--- config.mk ---
export PLATFORM = sky130hd
export DESIGN_NAME = prog_loader
export DESIGN_NICKNAME = d
export VERILOG_FILES = /design/src/rtl/prog_loader_pkg.sv /design/src/rtl/prog_loader_checksum.sv /design/src/rtl/prog_loader.sv
export SDC_FILE = /design/constraint.sdc
export NUM_CORES = 1
export LEC_CHECK = 0
export ABC_CLOCK_PERIOD_IN_PS = 2200
export CAP_MARGIN = 20
export CORE_UTILIZATION = 27
export CTS_CLUSTER_DIAMETER = 200
export DETAILED_ROUTE_END_ITERATION = 10
export GPL_ROUTABILITY_DRIVEN = 0
export PLACE_DENSITY = 0.51
export SLEW_MARGIN = 20
export SYNTH_ARGS = -nofsm -noshare
export SYNTH_HDL_FRONTEND = slang
export SYNTH_SLANG_ARGS = --single-unit
export TNS_END_PERCENT = 10
--- constraint.sdc ---
create_clock -name clk -period 2.2 [get_ports clk]
set_input_delay 0.55 -clock clk [delete_from_list [all_inputs] [get_ports clk]]
set_output_delay 0.55 -clock clk [all_outputs]
set_load 0.005 [all_outputs]
--- src/rtl/prog_loader_pkg.sv ---
// Shared definitions for the program loader: state encodings, defaults, address width.
// State ST_CSUM exists only when PROG_LOADER_CSUM_EN is defined.
package loader_defs;

   localparam int         ADDR_W         = 4;
   localparam int         IMEM_DEPTH_DEF = 16;
   localparam logic [7:0] SYNC_BYTE_DEF  = 8'hA5;

   typedef enum logic [2:0] {
      ST_IDLE = 3'd0,
      ST_LEN  = 3'd1,
      ST_DATA = 3'd2,
`ifdef PROG_LOADER_CSUM_EN
      ST_CSUM = 3'd5,
`endif
      ST_DONE = 3'd3,
      ST_ERR  = 3'd4
   } state_t;

   // A frame length is usable only if it fits the instruction memory and is non-zero.
   function automatic logic len_ok(input logic [7:0] n, input int depth);
      return (n != 8'd0) && (int'(n) <= depth);
   endfunction

endpackage

--- src/rtl/prog_loader_checksum.sv ---
// Mod-256 running sum of frame payload bytes; built only when PROG_LOADER_CSUM_EN is defined.
`ifdef PROG_LOADER_CSUM_EN
module prog_checksum
   import loader_defs::*;
(
   input  logic       clk,
   input  logic       reset,
   input  logic       clear,
   input  logic       add_en,
   input  logic [7:0] data,
   output logic [7:0] sum
);

   always_ff @(posedge clk or posedge reset) begin
      if (reset) begin
         sum <= 8'd0;
      end else if (clear) begin
         sum <= 8'd0;
      end else if (add_en) begin
         sum <= sum + data;
      end
   end

endmodule
`endif

--- src/rtl/prog_loader.sv ---
// Byte-stream program loader: parses SYNC/length/payload frames into instruction-memory writes.
// Optional trailing checksum byte is enabled by defining PROG_LOADER_CSUM_EN.
module prog_loader
   import loader_defs::*;
#(
   parameter int         IMEM_DEPTH = IMEM_DEPTH_DEF,
   parameter logic [7:0] SYNC_BYTE  = SYNC_BYTE_DEF
) (
   input  logic              clk,
   input  logic              reset,
   input  logic              in_valid,
   input  logic [7:0]        in_data,
   output logic              in_ready,
   output logic              imem_we,
   output logic [ADDR_W-1:0] imem_addr,
   output logic [7:0]        imem_wdata,
   output logic              cpu_run,
   output logic              load_err,
   output logic              busy
);

   state_t            state_q, state_d;
   logic [ADDR_W-1:0] cnt_q, cnt_d;
   logic [ADDR_W-1:0] last_q, last_d;
   logic              accept;
   logic              we_d;

   assign accept = in_valid && in_ready;

`ifdef PROG_LOADER_CSUM_EN
   logic       acc_clear;
   logic       acc_add;
   logic [7:0] acc_sum;

   prog_checksum u_checksum (
      .clk    (clk),
      .reset  (reset),
      .clear  (acc_clear),
      .add_en (acc_add),
      .data   (in_data),
      .sum    (acc_sum)
   );
`endif

   // NOTE: every output of this block gets a default first, so no path leaves one unassigned and no latch is inferred.
   always_comb begin
      state_d  = state_q;
      cnt_d    = cnt_q;
      last_d   = last_q;
      we_d     = 1'b0;
      busy     = 1'b0;
      cpu_run  = 1'b0;
      load_err = 1'b0;
`ifdef PROG_LOADER_CSUM_EN
      acc_clear = 1'b0;
      acc_add   = 1'b0;
`endif

      unique case (state_q)
         ST_IDLE: begin
            if (accept && in_data == SYNC_BYTE) state_d = ST_LEN;
         end
         ST_LEN: begin
            busy = 1'b1;
            if (accept) begin
               if (len_ok(in_data, IMEM_DEPTH)) begin
                  state_d = ST_DATA;
                  cnt_d   = '0;
                  // Store N-1 so a length of 16 still fits the 4-bit counter range.
                  last_d  = in_data[ADDR_W-1:0] - ADDR_W'(1);
`ifdef PROG_LOADER_CSUM_EN
                  acc_clear = 1'b1;
`endif
               end else begin
                  state_d = ST_ERR;
               end
            end
         end
         ST_DATA: begin
            busy = 1'b1;
            if (accept) begin
               we_d = 1'b1;
`ifdef PROG_LOADER_CSUM_EN
               acc_add = 1'b1;
`endif
               if (cnt_q == last_q) begin
`ifdef PROG_LOADER_CSUM_EN
                  state_d = ST_CSUM;
`else
                  state_d = ST_DONE;
`endif
               end else begin
                  cnt_d = cnt_q + ADDR_W'(1);
               end
            end
         end
`ifdef PROG_LOADER_CSUM_EN
         ST_CSUM: begin
            busy = 1'b1;
            if (accept) state_d = (in_data == acc_sum) ? ST_DONE : ST_ERR;
         end
`endif
         ST_DONE: begin
            cpu_run = 1'b1;
            if (accept && in_data == SYNC_BYTE) state_d = ST_LEN;
         end
         ST_ERR: begin
            load_err = 1'b1;
            if (accept && in_data == SYNC_BYTE) state_d = ST_LEN;
         end
         default: state_d = ST_IDLE;
      endcase
   end

   // NOTE: sequential state uses non-blocking assignments so all registers update together at the edge.
   always_ff @(posedge clk or posedge reset) begin
      if (reset) begin
         state_q <= ST_IDLE;
         cnt_q   <= '0;
         last_q  <= '0;
      end else begin
         state_q <= state_d;
         cnt_q   <= cnt_d;
         last_q  <= last_d;
      end
   end

   // Ready drops for the single cycle after each accepted byte, limiting intake to one byte per two cycles.
   always_ff @(posedge clk or posedge reset) begin
      if (reset) begin
         in_ready   <= 1'b0;
         imem_we    <= 1'b0;
         imem_addr  <= '0;
         imem_wdata <= 8'd0;
      end else begin
         in_ready <= !accept;
         imem_we  <= we_d;
         if (we_d) begin
            imem_addr  <= cnt_q;
            imem_wdata <= in_data;
         end
      end
   end

endmodule

==> results.json, run 1 <==
{
  "core_area_mm2": 0.00441,
  "routed_wirelength_mm": 2.85,
  "yosys-top-cells-area": "dfrtp_1 (50%), mux2_1 (5.4%), mux2_2 (5.4%), ha_1 (4.0%), nand2_1 (3.0%)",
  "crit_path_end_kind": "output pin",
  "clockBufferDepth": 2,
  "cts_hold_buf": 0,
  "antenna_found_initial": 0,
  "max_freq_mhz": 456,
  "ir_drop_uv": 456,
  "ys_seq_elements": 25,
  "dr.pass1.iters": 4,
  "r2r.worst_path.cells": 5,
  "synth.distinct_cells": 35,
  "hold_class": "register to register",
  "cp_slowest_stage_delay_ns": 0.51,
  "final_area_mm2": 0.00182,
  "slew_headroom": 0.771,
  "grtUsageTotal": 0.126,
  "drive_gt1_frac": 0.264,
  "synth_commonest_cells": "dfrtp_1 (25), nand2_1 (10), mux2_1 (6), mux2_2 (6), o21ai_0 (6)",
  "pin_count": 28,
  "placed_cell_area_mm2": 0.00172,
  "synth-main-ff-cell": "dfrtp_1",
  "setup_viol": 0,
  "hold_depth": 1,
  "ff_latch_area_um2": 629,
  "post_synth.cell_area_avg_um2": 11.5,
  "rsz0062_at_grt": "yes",
  "cts-root-buf": "clkbuf_8",
  "synth.top_cell.area_share": 0.499,
  "worstPathMaxFanout": 9,
  "postSynth.asyncResetShare": 1.00,
  "worst_pin_slew_ns": 0.340,
  "synth_area_mm2": 0.00125,
  "placed_cells": 204,
  "drtIter0Drc": 21,
  "yosysMostFrequentCell": "dfrtp_1",
  "min-delay-start": "imem_addr[2]",
  "dieArea_mm2": 0.00492,
  "grt-ovfl-total": 0,
  "grt_pass1_wl_mm": 4.95,
  "cp_slowest_cell": "dfrtp_2",
  "grt_max_degree": 26,
  "fin_nets": 175,
  "worstReg2RegEnd": "state_q[2]",
  "cp.arrival_ns": 1.64,
  "fp.dieH_um": 70.2,
  "grt_pass1_vias": 1053,
  "power_density_mw_per_mm2": 1040,
  "numCtsBuffers": 3,
  "critPathLaunchType": "register",
  "fin_crit_ns": 2.19,
  "path_cells": "nor2b_1 > and2_1 > clkdlybuf4s50_1",
  "num_rows": 24,
  "ctsHtreeMaxLevel": 1,
  "synthCells": 109,
  "regToRegSetupSlack_ns": 0.34,
  "viasPerCell": 4.70,
  "outcome": "complete, no violations",
  "reg2reg_from": "cnt_q[1]",
  "ys_seq_area_frac": 0.499,
  "cts_tree": "done",
  "n_fill_cell": 411,
  "antenna_cells": 0,
  "synth_edf_count": 0,
  "path_class": "register to output pin",
  "yosysWarnings": 0,
  "syn-num-nets": 124,
  "num_vias": 992,
  "cts.reportedPaths.clkPinSlew_ns": 0.10,
  "worstSkewPairLatency_ns": 0.27,
  "clock_sinks": 25,
  "pre_cts_ws_ns": -0.256,
  "start_util": 0.284,
  "final_cells": 211,
  "multiInputGateArea_um2": 626,
  "yosysTopAreaCell": "dfrtp_1",
  "timing.final.ws_setup_ns": 0.00727,
  "max_cap_viol_count": 0,
  "die_w_um": 70.2,
  "hold_path_end": "imem_addr[2]",
  "area_growth_pct": 45.1,
  "power_mw": 1.89,
  "ant_nets": 0,
  "wire_per_inst_um": 13.5,
  "hpwlAfterDp_mm": 2.04,
  "hold_viol": 0,
  "post-route-period-util": 0.997,
  "drv_slew": 0,
  "post-route-drc-count": 0,
  "cp.required_ns": 1.65,
  "finClkSkew_ns": 0.00530,
  "io_buffers": 27,
  "p_leak_nw": 0.861
}
==> power by group <==
group	internal, mW	total [mW]	switching, mW
registers	0.603	0.727	0.124
logic	0.529	0.875	0.347
clock network	0.128	0.285	0.157
total	1.26	1.89	0.628
==> logic make-up after synthesis <==
logic type,Yosys count,share of synthesized area
buffers and inverters,7,0.0229
and+or+nand+nor,33,0.150
DFF,25,0.499
AOI/OAI and AO/OA,21,0.133
adders and majority gates,4,0.0399
xor gates and xnor gates,7,0.0489
muxes,12,0.108
==> worst max-delay path by stage <==
stage / from / to / depth (start not counted)
after floorplan: in_data[1] / cnt_q[0] / 7
after global placement: in_data[0] / cnt_q[0] / 8
after detailed placement: in_data[0] / cnt_q[0] / 8
after CTS: state_q[0] / busy / 3
after global routing: state_q[0] / busy / 3
final: state_q[2] / cpu_run / 3
==> placed cells by master (no fill, tap or decap), drive strengths merged, types with 2 or more instances in the layout <==
master / n
a211o: 2
a21oi: 3
and2: 2
buf: 21
clkbuf: 3
clkdlybuf4s50: 25
dfrtp: 25
dlymetal6s2s: 2
ha: 4
inv: 5
mux2: 12
nand2: 10
nand2b: 2
nand3: 4
nand4: 2
nor2: 4
nor3: 3
nor3b: 2
o21ai: 8
xnor2: 3
xor2: 4
==> flip-flops by register name (all words and copies together), names as in the netlist <==
register,cells
cnt_q,4
imem_wdata,8
in_ready,1
imem_we,1
last_q,4
state_q,3
imem_addr,4
==> area by class of cell <==
| class | count | area share |
|---|---|---|
| Inverter | 5 | 0.0103 |
| Timing Repair Buffer | 48 | 0.238 |
| Sequential cell | 25 | 0.346 |
| Multi-Input combinational cell | 77 | 0.344 |
| Clock buffer | 3 | 0.0227 |
| Clock inverter | 1 | 0.00412 |
| Tap cell | 52 | 0.0357 |
==> timing repair <==
item | in CTS | in global routing
resized for setup | 4 | 4
setup buffers | 2 | 1
pin swaps | 0 | 3
gates cloned | 0 | 0
setup endpoints to repair | 2 | 8
==> critical path, delay by kind of cell, from the launching register on <==
kind,cells,cell delay [ns]
flops,1,0.51
buf+inv,1,0.50
simple gates,2,0.36
==> stage by stage <==
step	setup TNS [ns]	hold slack, ns	utilization
after floorplan	0	0.469	-
after global placement	-1.45	0.474	0.389
after detailed placement	-1.66	0.484	0.389
after CTS	0	0.507	0.406
after global routing	-0.141	0.526	0.412
final	0	0.501	0.412
==> metal layers <==
layer | vias up | track usage | part of all wire | wire length, µm
met5 | - | 0 | 0 | 0
met3 | 2 | 0.0202 | 0.032 | 90
met1 | 481 | 0.156 | 0.45 | 1270
li1 | 489 | - | - | -
met2 | 20 | 0.222 | 0.51 | 1450
met4 | 0 | 0.0400 | 0.010 | 29
(Power assumes the default switching activity.)
==> run 2, diff against run 1 <==
Settings changed: SKIP_CTS_REPAIR_TIMING set to 1.
==> results.json, run 2 (same netlist as run 1, synthesis figures left out) <==
{
  "outcome": "complete, no violations",
  "cp.arrival_ns": 1.62,
  "dr.pass1.iters": 4,
  "placed_cells": 204,
  "antenna_found_initial": 0,
  "clockBufferDepth": 2,
  "hold_class": "register to register",
  "cts.reportedPaths.clkPinSlew_ns": 0.09,
  "p_leak_nw": 0.894,
  "dieArea_mm2": 0.00492,
  "cts-root-buf": "clkbuf_8",
  "final_area_mm2": 0.00187,
  "hold_viol": 0,
  "area_growth_pct": 48.7,
  "core_area_mm2": 0.00441,
  "placed_cell_area_mm2": 0.00172,
  "layout_commonest_cell": "clkdlybuf4s50_1",
  "n_fill_cell": 411,
  "start_util": 0.284,
  "layout_common_cells": "clkdlybuf4s50_1 (24), buf_4 (23), dfrtp_1 (22)",
  "num_vias": 1009,
  "slew_headroom": 0.774,
  "cts_tree": "done",
  "num_rows": 24,
  "post-route-drc-count": 0,
  "fin_nets": 178,
  "crit_path_end_kind": "output pin",
  "post-route-period-util": 0.987,
  "ir_drop_uv": 448,
  "grt_max_degree": 26,
  "grtUsageTotal": 0.119,
  "final_cells": 214,
  "die_w_um": 70.2,
  "drtIter0Drc": 15,
  "clock_sinks": 25,
  "antenna_cells": 0,
  "largest_register_ffs": 8,
  "routed_wirelength_mm": 2.84,
  "pin_count": 28,
  "grt-ovfl-total": 0,
  "grt_pass1_wl_mm": 4.69,
  "rsz0062_at_grt": "yes",
  "setup_viol": 0,
  "worstPathMaxFanout": 6,
  "grt_pass1_vias": 1014,
  "max_cap_viol_count": 0,
  "max_freq_mhz": 461,
  "top_register": "imem_wdata",
  "hpwlAfterDp_mm": 2.04,
  "fin_crit_ns": 2.17,
  "power_density_mw_per_mm2": 1050,
  "ctsHtreeMaxLevel": 1,
  "drive_gt1_frac": 0.296,
  "ant_nets": 0,
  "worstSkewPairLatency_ns": 0.27,
  "viasPerCell": 4.71,
  "worst_pin_slew_ns": 0.339,
  "critPathLaunchType": "register",
  "fp.dieH_um": 70.2,
  "cp.required_ns": 1.65,
  "path_class": "register to output pin",
  "drv_slew": 0,
  "hold_slack_ns": 0.501,
  "finClkSkew_ns": 0.00159,
  "io_buffers": 27,
  "wire_per_inst_um": 13.3,
  "numCtsBuffers": 3
}
==> run 2: changes by cell type in the layout (fill, tap and decap cells not counted), sizes merged <==
cell and delta:
dlymetal6s2s +1, buf +3, clkdlybuf4s50 -1
==> run 2: cell type report <==
class | count | area [µm²] | area share
multi-input combinational | 77 | 633 | 0.339
sequential | 25 | 629 | 0.337
timing repair buffer | 51 | 470 | 0.252
tap | 52 | 65.1 | 0.0349
clock buffer | 3 | 41.3 | 0.0221
inverter | 5 | 18.8 | 0.0101
clock inverter | 1 | 7.51 | 0.00402
==> run 2: power breakdown <==
group	total, mW	internal [mW]	switching (mW)	leakage [nW]
clock	0.280	0.128	0.152	0.0217
sequential	0.729	0.603	0.126	0.326
combinational	0.955	0.591	0.364	0.547
total	1.96	1.32	0.642	0.894
==> run 2: worst max-delay path, stage by stage, from the launching register on <==
cell and delay [ns]:
dfrtp_2 0.46, buf_4 0.15, nor2_2 0.11, and2_1 0.13, clkdlybuf4s50_1 0.50
==> run 2: per-layer routing <==
metal / global-route usage / share of wire / up-vias
met1: 0.153 / 0.45 / 494
met4: 0.0400 / 0.017 / 0
met3: 0.0202 / 0.032 / 4
met2: 0.201 / 0.50 / 21
li1: - / - / 490
met5: 0 / 0 / -
==> run 2: final timing paths <==
kind / slack (ns) / endpoint / depth (start not counted) / startpoint
setup / recovery: 0.03 / load_err / 4 / state_q[0]
min in group asynchronous: 0.63 / imem_wdata[0] / 3 / reset
setup reg to reg: 0.36 / state_q[2] / 5 / cnt_q[1]
hold / removal: 0.50 / imem_addr[2] / 1 / imem_addr[2]
hold reg to reg: 0.50 / imem_addr[2] / 1 / imem_addr[2]
max in group asynchronous: 1.30 / state_q[1] / 3 / reset
==> run 2: per-stage QoR <==
| stage | setup WS [ns] | setup TNS (ns) | utilization | total power, mW |
|---|---|---|---|---|
| 2_1_floorplan | 0.257 | 0 | - | 1.13 |
| 3_3_place_gp | -0.234 | -1.45 | 0.389 | 1.52 |
| 3_5_place_dp | -0.256 | -1.66 | 0.389 | 1.53 |
| 4_1_cts | -0.105 | -0.134 | 0.400 | 1.82 |
| 5_1_grt | -0.0415 | -0.0415 | 0.423 | 2.11 |
| 6_report | 0.0285 | 0 | 0.423 | 1.96 |
==> run 3, diff against run 2 <==
Settings changed: ABC_AREA set to 1, CAP_MARGIN 20 to unset.
==> results.json, run 3 <==
{
  "post-route-period-util": 0.970,
  "path_buf_inv": 3,
  "grtUsageTotal": 0.118,
  "synth_edf_count": 0,
  "grt_pass1_wl_mm": 4.83,
  "power_density_mw_per_mm2": 845,
  "path_cells": "inv_2 > nor3_4 > inv_2 > nand2_2 > clkdlybuf4s50_1",
  "slew_headroom": 0.714,
  "outcome": "complete, no violations",
  "fp.dieH_um": 71.5,
  "cp_slowest_cell": "clkdlybuf4s50_1",
  "top_register": "imem_wdata",
  "synth_area_mm2": 0.00131,
  "crit_path_end_kind": "output pin",
  "drive_gt1_frac": 0.156,
  "layout_commonest_cell": "nand2_1",
  "num_rows": 24,
  "area_growth_pct": 31.7,
  "post_synth.cell_area_avg_um2": 8.26,
  "yosysTopAreaCell": "dfrtp_1",
  "numCtsBuffers": 3,
  "fin_nets": 208,
  "max_freq_mhz": 469,
  "tns_ns": 0,
  "yosysMostFrequentCell": "nand2_1",
  "yosysWarnings": 0,
  "synth.top_cell.area_share": 0.479,
  "layout_common_cells": "nand2_1 (53), clkdlybuf4s50_1 (27), dfrtp_1 (23)",
  "path_class": "register to output pin",
  "timing.final.ws_setup_ns": 0.0665,
  "synth-main-ff-cell": "dfrtp_1",
  "io_buffers": 27,
  "dr.pass1.iters": 4,
  "ir_drop_uv": 336,
  "routed_wirelength_mm": 2.75,
  "rsz0062_at_grt": "no",
  "core_area_mm2": 0.00450,
  "yosys-top-cells-area": "dfrtp_1 (48%), nand2_1 (16%), o21ai_2 (6.0%), inv_1 (5.5%), nand3_1 (4.6%)",
  "hold_viol": 0,
  "fin_crit_ns": 2.13,
  "cp.arrival_ns": 1.58,
  "worst_path_dominant_cell_family": "buffers and inverters",
  "cts-root-buf": "clkbuf_8",
  "dieArea_mm2": 0.00512,
  "grt_max_degree": 26,
  "antenna_cells": 0,
  "cts.reportedPaths.clkPinSlew_ns": 0.08,
  "critPathLaunchType": "register",
  "cp_slowest_stage_delay_ns": 0.50,
  "fin_util": 0.382,
  "pre_cts_ws_ns": 0.00317,
  "post-route-drc-count": 0,
  "antenna_found_initial": 0,
  "ctsHtreeMaxLevel": 1,
  "ant_nets": 0,
  "syn-num-nets": 173,
  "hold_class": "register to register",
  "drv_slew": 0,
  "cp.depth": 5,
  "hold_depth": 2,
  "setup_viol": 0,
  "cp.required_ns": 1.65,
  "largest_register_ffs": 8,
  "cts_tree": "done",
  "synthCells": 158,
  "grt-ovfl-total": 0,
  "pin_count": 28,
  "hold_slack_ns": 0.481,
  "drtIter0Drc": 62,
  "worst_pin_slew_ns": 0.429,
  "hpwlAfterDp_mm": 2.13,
  "clock_sinks": 25,
  "grt_pass1_vias": 1150,
  "synth.distinct_cells": 19,
  "worstPathMaxFanout": 3,
  "ys_seq_area_frac": 0.479,
  "ys_seq_elements": 25,
  "wire_per_inst_um": 11.3,
  "start_util": 0.290,
  "r2r.worst_path.cells": 7,
  "p_leak_nw": 0.826,
  "die_w_um": 71.5,
  "postSynth.asyncResetShare": 1.00,
  "finClkSkew_ns": 0.00743,
  "worstSkewPairLatency_ns": 0.27,
  "clockBufferDepth": 2,
  "path_common_cell": "inv_2",
  "max_cap_viol_count": 0,
  "viasPerCell": 4.55,
  "num_vias": 1111,
  "synth_commonest_cells": "nand2_1 (54), dfrtp_1 (25), inv_1 (19)"
}
==> run 3: where the power goes <==
| part | internal [mW] | switching (mW) | total, mW |
|---|---|---|---|
| clock network | 0.127 | 0.147 | 0.274 |
| logic | 0.269 | 0.291 | 0.560 |
| registers | 0.545 | 0.0734 | 0.618 |
==> run 3: path summary, 6_finish.rpt <==
kind,to,slack (ns),startpoint
worst min-delay path,imem_wdata[6],0.48,imem_wdata[6]
min in group asynchronous,imem_addr[3],0.63,reset
max in group asynchronous,state_q[1],1.30,reset
worst max register to register,imem_addr[0],0.81,state_q[1]
worst max-delay path,busy,0.07,state_q[1]
worst min register to register,imem_wdata[6],0.48,imem_wdata[6]
==> run 3: layout make-up <==
class | instances | area (µm²)
Multi-Input combinational cell | 109 | 577
Timing Repair Buffer | 32 | 320
Inverter | 22 | 82.6
Tap cell | 52 | 65.1
Sequential cell | 25 | 628
Clock inverter | 1 | 5.00
Fill cell | 476 | 2790
Clock buffer | 3 | 41.3
==> run 3: kinds of logic after synthesis <==
group	after synthesis	share of synthesized area
AO/OA/AOI/OAI	18	0.0949
XOR/XNOR	4	0.0269
adder cells (fa/ha/maj)	4	0.0384
buffers and inverters	24	0.0805
flip-flops	25	0.479
AND/OR/NAND/NOR	83	0.280
==> run 3: routing by layer <==
| layer | part of all wire | up-vias | wire (µm) | track usage |
|---|---|---|---|---|
| li1 | - | 565 | - | - |
| met1 | 0.44 | 516 | 1220 | 0.136 |
| met2 | 0.50 | 25 | 1370 | 0.210 |
| met3 | 0.045 | 5 | 123 | 0.0267 |
| met4 | 0.015 | 0 | 42 | 0.0479 |
| met5 | 0 | - | 0 | 0 |
==> run 3: stage by stage <==
| step | instance area (µm²) | cells | power, mW |
|---|---|---|---|
| floorplan | 1310 | 158 | 0.930 |
| global placement | 1640 | 238 | 1.12 |
| detailed placement | 1640 | 238 | 1.13 |
| CTS | 1690 | 242 | 1.41 |
| global route | 1720 | 244 | 1.57 |
| finish | 1720 | 244 | 1.45 |
==> run 3: worst min-delay path: cells and delay by family (launching register included) <==
| family | cells | cell delay, ns |
|---|---|---|
| simple gates | 2 | 0.10 |
| flops | 1 | 0.35 |
